===== src/rtl/ivector_word_deser_if.sv =====
interface ivector_word_deser_if #(
  parameter int unsigned PAYLOAD_WORDS = 3
);
  logic                         pipe_enq__ENA;
  logic [31:0]                  pipe_enq_v;
  logic                         pipe_enq__RDY;
  logic                         request_say__ENA;
  logic [32*PAYLOAD_WORDS-1:0]  request_say_v;
  logic                         request_say__RDY;

  modport master (
    output pipe_enq__ENA,
    output pipe_enq_v,
    output request_say__RDY,
    input  pipe_enq__RDY,
    input  request_say__ENA,
    input  request_say_v
  );

  modport slave (
    input  pipe_enq__ENA,
    input  pipe_enq_v,
    input  request_say__RDY,
    output pipe_enq__RDY,
    output request_say__ENA,
    output request_say_v
  );
endinterface


===== src/rtl/ivector_word_deser.sv =====
module ivector_word_deser #(
  parameter logic [15:0] SAY_ID        = 16'h0000,
  parameter int unsigned PAYLOAD_WORDS = 3
) (
  input  logic                  CLK,
  input  logic                  RST,
  ivector_word_deser_if.slave   bus,
  output logic [7:0]            err_count
);
  localparam int unsigned IDX_W = (PAYLOAD_WORDS > 1) ? $clog2(PAYLOAD_WORDS) : 1;
  localparam int unsigned VEC_W = 32 * PAYLOAD_WORDS;

  typedef enum logic [1:0] {
    HDR,
    PAY,
    HOLD,
    DROP
  } state_t;

  state_t             r_state;
  state_t             w_state_nxt;
  logic [IDX_W-1:0]   r_idx;
  logic [15:0]        r_drop;
  logic [VEC_W-1:0]   r_vec;
  logic [7:0]         r_err;

  logic               w_acc;
  logic               w_hdr_ok;
  logic               w_last_pay;
  logic [15:0]        w_hdr_id;
  logic [15:0]        w_hdr_len;

  assign w_hdr_id   = bus.pipe_enq_v[31:16];
  assign w_hdr_len  = bus.pipe_enq_v[15:0];
  assign w_hdr_ok   = (w_hdr_id == SAY_ID) && (w_hdr_len == 16'(PAYLOAD_WORDS));
  assign w_last_pay = (r_idx == IDX_W'(PAYLOAD_WORDS - 1));
  assign w_acc      = bus.pipe_enq__ENA && (r_state != HOLD);

  assign bus.request_say_v = r_vec;
  assign err_count         = r_err;

  always_comb begin
    w_state_nxt          = r_state;
    bus.pipe_enq__RDY    = (r_state != HOLD);
    bus.request_say__ENA = 1'b0;
    case (r_state)
      HDR: begin
        if (w_acc) begin
          if (w_hdr_ok) begin
            w_state_nxt = PAY;
          end else if (w_hdr_len != 16'd0) begin
            w_state_nxt = DROP;
          end
        end
      end
      PAY: begin
        if (w_acc && w_last_pay) begin
          w_state_nxt = HOLD;
        end
      end
      HOLD: begin
        bus.request_say__ENA = bus.request_say__RDY;
        if (bus.request_say__RDY) begin
          w_state_nxt = HDR;
        end
      end
      DROP: begin
        if (w_acc && (r_drop == 16'd1)) begin
          w_state_nxt = HDR;
        end
      end
      default: w_state_nxt = HDR;
    endcase
  end

  always_ff @(posedge CLK) begin
    if (RST) begin
      r_state <= HDR;
      r_idx   <= '0;
      r_drop  <= '0;
      r_vec   <= '0;
      r_err   <= '0;
    end else begin
      r_state <= w_state_nxt;
      case (r_state)
        HDR: begin
          if (w_acc) begin
            r_idx <= '0;
            if (!w_hdr_ok) begin
              if (r_err != 8'hFF) begin
                r_err <= r_err + 8'd1;
              end
              r_drop <= w_hdr_len;
            end
          end
        end
        PAY: begin
          if (w_acc) begin
            for (int unsigned k = 0; k < PAYLOAD_WORDS; k++) begin
              if (r_idx == IDX_W'(k)) begin
                r_vec[32*k +: 32] <= bus.pipe_enq_v;
              end
            end
            r_idx <= r_idx + IDX_W'(1);
          end
        end
        DROP: begin
          if (w_acc) begin
            r_drop <= r_drop - 16'd1;
          end
        end
        default: ;
      endcase
    end
  end
endmodule

===== src/flat_wrapper.sv =====
// flat-port wrapper written by rule: the top's interface ports become plain ports
module ivector_word_deser_flat 
#(
  parameter logic [15:0] SAY_ID        = 16'h0000,
  parameter int unsigned PAYLOAD_WORDS = 3
)
  (CLK, RST, err_count, bus_pipe_enq__ENA, bus_pipe_enq_v, bus_request_say__RDY, bus_pipe_enq__RDY, bus_request_say__ENA, bus_request_say_v);
  ivector_word_deser_if #(.PAYLOAD_WORDS(PAYLOAD_WORDS)) bus_i ();
  input  logic CLK;
  input  logic RST;
  output logic [7:0] err_count;
  input wire logic [$bits(bus_i.pipe_enq__ENA)-1:0] bus_pipe_enq__ENA;
  input wire logic [$bits(bus_i.pipe_enq_v)-1:0] bus_pipe_enq_v;
  input wire logic [$bits(bus_i.request_say__RDY)-1:0] bus_request_say__RDY;
  output wire logic [$bits(bus_i.pipe_enq__RDY)-1:0] bus_pipe_enq__RDY;
  output wire logic [$bits(bus_i.request_say__ENA)-1:0] bus_request_say__ENA;
  output wire logic [$bits(bus_i.request_say_v)-1:0] bus_request_say_v;
  assign bus_i.pipe_enq__ENA = bus_pipe_enq__ENA;
  assign bus_i.pipe_enq_v = bus_pipe_enq_v;
  assign bus_i.request_say__RDY = bus_request_say__RDY;
  assign bus_pipe_enq__RDY = bus_i.pipe_enq__RDY;
  assign bus_request_say__ENA = bus_i.request_say__ENA;
  assign bus_request_say_v = bus_i.request_say_v;
  ivector_word_deser #(.SAY_ID(SAY_ID), .PAYLOAD_WORDS(PAYLOAD_WORDS)) u_core (.CLK(CLK), .RST(RST), .bus(bus_i), .err_count(err_count));
endmodule

===== config.mk =====
export PLATFORM = sky130hd
export DESIGN_NAME = ivector_word_deser_flat
export DESIGN_NICKNAME = d
export VERILOG_FILES = /design/src/rtl/ivector_word_deser_if.sv /design/src/rtl/ivector_word_deser.sv /design/src/flat_wrapper.sv
export SDC_FILE = /design/constraint.sdc
export NUM_CORES = 1
export LEC_CHECK = 0
export ABC_CLOCK_PERIOD_IN_PS = 4030
export CAP_MARGIN = 10
export CORE_UTILIZATION = 52
export DETAILED_ROUTE_END_ITERATION = 10
export HOLD_SLACK_MARGIN = 0.06
export PLACE_DENSITY = 0.93
export SETUP_SLACK_MARGIN = 0.05
export SLEW_MARGIN = 20
export SYNTH_ARGS = -nofsm -noshare
export SYNTH_HDL_FRONTEND = slang
export SYNTH_SLANG_ARGS = --single-unit
export TNS_END_PERCENT = 5

===== constraint.sdc =====
create_clock -name CLK -period 4.03 [get_ports CLK]
set_input_delay 0.6045 -clock CLK [delete_from_list [all_inputs] [get_ports CLK]]
set_output_delay 0.6045 -clock CLK [all_outputs]
set_load 0.05 [all_outputs]

Word-level counts from Yosys, hierarchy flattened:

Index checks and enable logic that the tools add are counted.

* bits in registers: 124
* input bits: 36
* output and inout bits: 106

* reductions and logical operators: 17
* add/subtract/negate cells: 3
* bitwise logic cells: 1
* multiplexer cells: 15
* eq/ne operators: 17

Operators by type and width (count)
* 16-bit two-way mux: 3
* 16-bit one-hot mux with 2 select lines: 1
* 16-bit by 1-bit equality test with 1-bit output (second input constant): 1
* 16-bit by 2-bit equality test with 1-bit output (second input constant): 1
* 16-bit zero test: 1
* 2-bit two-way mux: 8
* 16-bit nonzero test: 1
* 16-bit by 1-bit subtractor with 16-bit output (second input constant): 1
* 3-bit AND reduction: 4
* 2-bit by 1-bit inequality test with 1-bit output (second input constant): 5
* 8-bit by 1-bit adder with 8-bit output (second input constant): 1
* 8-bit inequality test (second input constant): 1
* 2-bit one-hot mux with 4 select lines: 1
* 4-bit AND reduction: 2
* 2-bit equality test (second input constant): 3
* 2-bit inequality test (second input constant): 3
* 5-bit AND reduction: 1
* 2-bit by 1-bit equality test with 1-bit output (second input constant): 2
* 1-bit logical AND: 4
* 2-bit zero test: 2
* 2-bit one-hot mux with 2 select lines: 1
* 2-bit nonzero test: 2
* 3-bit by 1-bit inequality test with 1-bit output (second input constant): 1
* 2-bit by 1-bit adder with 2-bit output (second input constant): 1
* other kinds (2): 2

Depth between registers and ports, before layout:

* depth in word-level cells: 5
* gate-level depth with buffers: 7

Worst setup path after synthesis:

No wires, ideal clock.

* path kind: input to register
* start: input bus_pipe_enq_v[26]
* end: register u_core.r_err[3] (netlist: u_core.err_count[3])
* path slack: 1842 ps
* data required time: 3960 ps
* arrival time: 2118 ps
* cell stages on the path: 6
* path buffers: 2
* cell sequence: or4_1 -> clkbuf_1 -> o31ai_1 -> clkbuf_2 -> o21ai_0 -> a21oi_1

* cells in the longest elaborated chain, start to end: 4

RTL lines
* from (decl): line flat_wrapper.sv:13 `input wire logic [$bits(bus_i.pipe_enq_v)-1:0] bus_pipe_enq_v;`
* 16-bit zero test: line ivector_word_deser.sv:35 `assign w_hdr_ok = (w_hdr_id == SAY_ID) && (w_hdr_len == 16'(PAYLOAD_WORDS));`
* 1-bit logical AND: line ivector_word_deser.sv:35
* 1-bit NOT (no line)
* 4-bit AND reduction (no line)
* to (signal assigned): line ivector_word_deser.sv:91 `r_err <= r_err + 8'd1;`
* to (decl): line ivector_word_deser.sv:25 `logic [7:0] r_err;`

No other way between the ends.
A chain may end at the register's enable or synchronous reset.

Worst setup path in the final report:

* start: register u_core.r_state[0]
* end: output bus_request_say__ENA

* cells in the longest elaborated chain, start to end: 2

RTL lines
* from (decl): line ivector_word_deser.sv:20 `state_t r_state;`
* from (signal assigned): line ivector_word_deser.sv:84 `r_state <= w_state_nxt;`
* 2-bit equality test: line ivector_word_deser.sv:46 `case (r_state)`
* 1-bit two-way mux: line ivector_word_deser.sv:46
* to (decl): line flat_wrapper.sv:16 `output wire logic [$bits(bus_i.request_say__ENA)-1:0] bus_request_say__ENA;`

No other way between the ends.

==> impl_metrics.tcl <==
set metrics [dict create \
    hold_buffers 0 \
    status "finished, final reports clean" \
    worstHoldPathType "reg2reg" \
    fin_tns_setup_ns 0 \
    cellLeakagePower_nw 2.414 \
    cp_max_fo 23 \
    drt-wirelength-per-cell_um 18.06 \
    drive_gt1_frac 0.06312 \
    dp_hpwl_um 10930 \
    antenna_left 0 \
    worst_setup_path_end_kind "primary output" \
    synth_ff_type "dfxtp_1" \
    min_period_ns 2.912 \
    cts_resized 0 \
    core_um2 9415 \
    rrSetupSlack_ns 1.64 \
    cts_sinks 124 \
    ys_types 54 \
    drcViolationCount 0 \
    synth_nets 713 \
    crit_arrival_ns 2.31 \
    path_buf_inv 1 \
    grt_pass1_wl_um 26880 \
    syn_avg_cell_area_um2 7.682 \
    die_h_um 101.6 \
    num_io_pins 142 \
    path_clk_slew_ns 0.06 \
    holdCritStartpoint "u_core.bus.request_say_v[57]$_SDFFE_PP0P_" \
    area_growth_pct 39.27 \
    drtIter0Drc 385 \
    yosys_warnings 0 \
    place.gp.congestion 0.9453 \
    slew_headroom 0.3103 \
    synth_area_leaders "dfxtp_1 (48%), nand2_1 (16%), a21oi_1 (11%)" \
    post-route-period-util 0.7225 \
    cts_buffer_depth 2 \
    wl_met1_um 6338 \
    rows 35 \
    die_area_um2 10320 \
    h-tree-depth 4 \
    vias 5577 \
    skew_ns 0.01034 \
    mostFrequentLayoutCells "nand2_1 (220), clkdlybuf4s50_1 (140), dfxtp_1 (124), a21oi_1 (116), nor2_1 (18)" \
    crit_start "u_core.r_state[0]$_SDFFE_PP0P_" \
    drv_slew 0 \
    power_density_nw_per_um2 465.1 \
    final_common_cell "nand2_1" \
    track_usage 0.3406 \
    root_buffer "clkbuf_8" \
    finalSetupViolations 0 \
    antenna_found_initial 0 \
    syn_area_um2 5155 \
    path_class "reg2out" \
    dp_slack_ns 0.7633 \
    clk_latency_ns 0.53 \
    wl_met3_um 1726 \
    crit_path_top_delay_cell "dfxtp_1" \
    cts_tree "built" \
    cts_inserted_buffers 17 \
    maxCapViolCount 0 \
    via_per_inst 5.952 \
    rsz0062_at_grt "no" \
    worstReg2RegStart "u_core.r_state[0]$_SDFFE_PP0P_" \
    grt_max_degree 79 \
    final_nets 837 \
    post_cts_buffers 0 \
    wl_met2_um 8126 \
    max_freq_ghz 0.3434 \
    slowest_delay_ns 0.78 \
    netlist_instances 671 \
    max_slew.worst_pin.slew_ns 1.025 \
    gr-total-overflow 0 \
    synth_seq_cells 124 \
    initial_core_util 0.5475 \
    drtPass1Iterations 5 \
    ir_worst_vdd_mv 0.3409 \
    wl_um 16920 \
    cp-start-kind "register" \
    first_global_vias 5434 \
    diodes 0 \
    setup_ws_ns 1.118 \
    io_buffers 141 \
    crit_required_ns 3.43 \
    hold_viol 0 \
    async_flop_share 0 \
    top_layer "met4" \
    yosys.area.top_type_share 0.4816 \
    die_w_um 101.6 \
    synth-seq-area-share 0.4816 \
    cp_cell_sequence "and3b_1 > clkdlybuf4s50_1" \
    synth_edf_count 0 \
    synth_largest_area_cell "dfxtp_1" \
    cp_top_family "flip-flops" \
]
-- synth_stat cells, types with 2 or more instances --
| cell type | n |
|---|---|
| a211o_1 | 2 |
| a21oi_1 | 116 |
| a22oi_1 | 2 |
| a2bb2oi_1 | 2 |
| a31oi_1 | 3 |
| and2_1 | 7 |
| and4_1 | 2 |
| and4b_1 | 2 |
| clkbuf_1 | 44 |
| dfxtp_1 | 124 |
| ha_1 | 6 |
| inv_1 | 11 |
| mux2i_1 | 3 |
| nand2_1 | 220 |
| nand2b_1 | 3 |
| nand3_1 | 9 |
| nand4_1 | 5 |
| nor2_1 | 18 |
| nor2b_1 | 4 |
| nor3_1 | 10 |
| nor4_1 | 9 |
| o21ai_0 | 14 |
| o21ai_1 | 3 |
| o22ai_1 | 3 |
| o311ai_0 | 5 |
| o31a_1 | 2 |
| o31ai_1 | 7 |
| or3_1 | 5 |
| or4_1 | 3 |
| or4b_2 | 3 |
-- routing by layer --
| metal | track usage | up-vias |
|---|---|---|
| met5 | 0 | - |
| met4 | 0.1906 | 0 |
| met3 | 0.09524 | 73 |
| met2 | 0.5738 | 349 |
| met1 | 0.3890 | 2608 |
| li1 | - | 2547 |
-- logic make-up (layout without fill, tap and decap cells) --
group | count (synthesis) | after routing | synth area share
simple gates | 310 | 310 | 0.2658
compound gates | 170 | 170 | 0.1881
flops | 124 | 124 | 0.4816
buf+inv | 57 | 194 | 0.04199
fa+ha+maj | 6 | 6 | 0.01456
mux | 4 | 4 | 0.008010
-- flip-flops by register name (all words and copies together), names as in the netlist --
signal and cells:
u_core.r_state 2, u_core.r_idx 2, u_core.bus.request_say_v 96, u_core.r_drop 16, u_core.err_count 8
-- area by class of cell --
cell class | count | area [µm²]
flip-flops and latches | 124 | 2482
multi-input cells | 490 | 2456
fillers | 657 | 2236
repair buffers | 151 | 1484
clock buffers | 18 | 427.9
well taps | 129 | 161.4
clock inverters | 14 | 126.4
inverters | 11 | 41.29
-- worst min-delay path, cell delays in order (launching register included) --
cell and delay, ns:
dfxtp_1 0.31, nand2_1 0.05, a21oi_1 0.05
-- per-stage QoR --
| step | util | cells | area [µm²] | total power [mW] | hold slack [ns] |
|---|---|---|---|---|---|
| 2_1_floorplan | - | 671 | 5155 | 1.727 | 0.4417 |
| 3_3_place_gp | 0.7037 | 905 | 6625 | 1.912 | 0.4418 |
| 3_5_place_dp | 0.7037 | 905 | 6625 | 1.927 | 0.4454 |
| 4_1_cts | 0.7625 | 937 | 7179 | 3.338 | 0.4537 |
| 5_1_grt | 0.7625 | 937 | 7179 | 3.461 | 0.4702 |
| 6_report | 0.7625 | 937 | 7179 | 3.339 | 0.4536 |
-- where the power goes --
group | internal [mW] | switching, mW | leakage (nW)
Sequential | 1.28 | 0.0649 | 1.00
Clock | 0.796 | 0.624 | 0.265
Combinational | 0.199 | 0.375 | 1.15
-- path summary, 6_finish.rpt --
| kind | endpoint | cells past startpoint |
|---|---|---|
| worst min-delay path | u_core.bus.request_say_v[57]$_SDFFE_PP0P_ | 2 |
| worst max-delay path | bus_request_say__ENA | 2 |
| worst max register to register | u_core.r_drop[3]$_SDFFE_PP0P_ | 4 |
| worst min register to register | u_core.bus.request_say_v[57]$_SDFFE_PP0P_ | 2 |
Note: power is estimated with default switching activity, not from simulation.
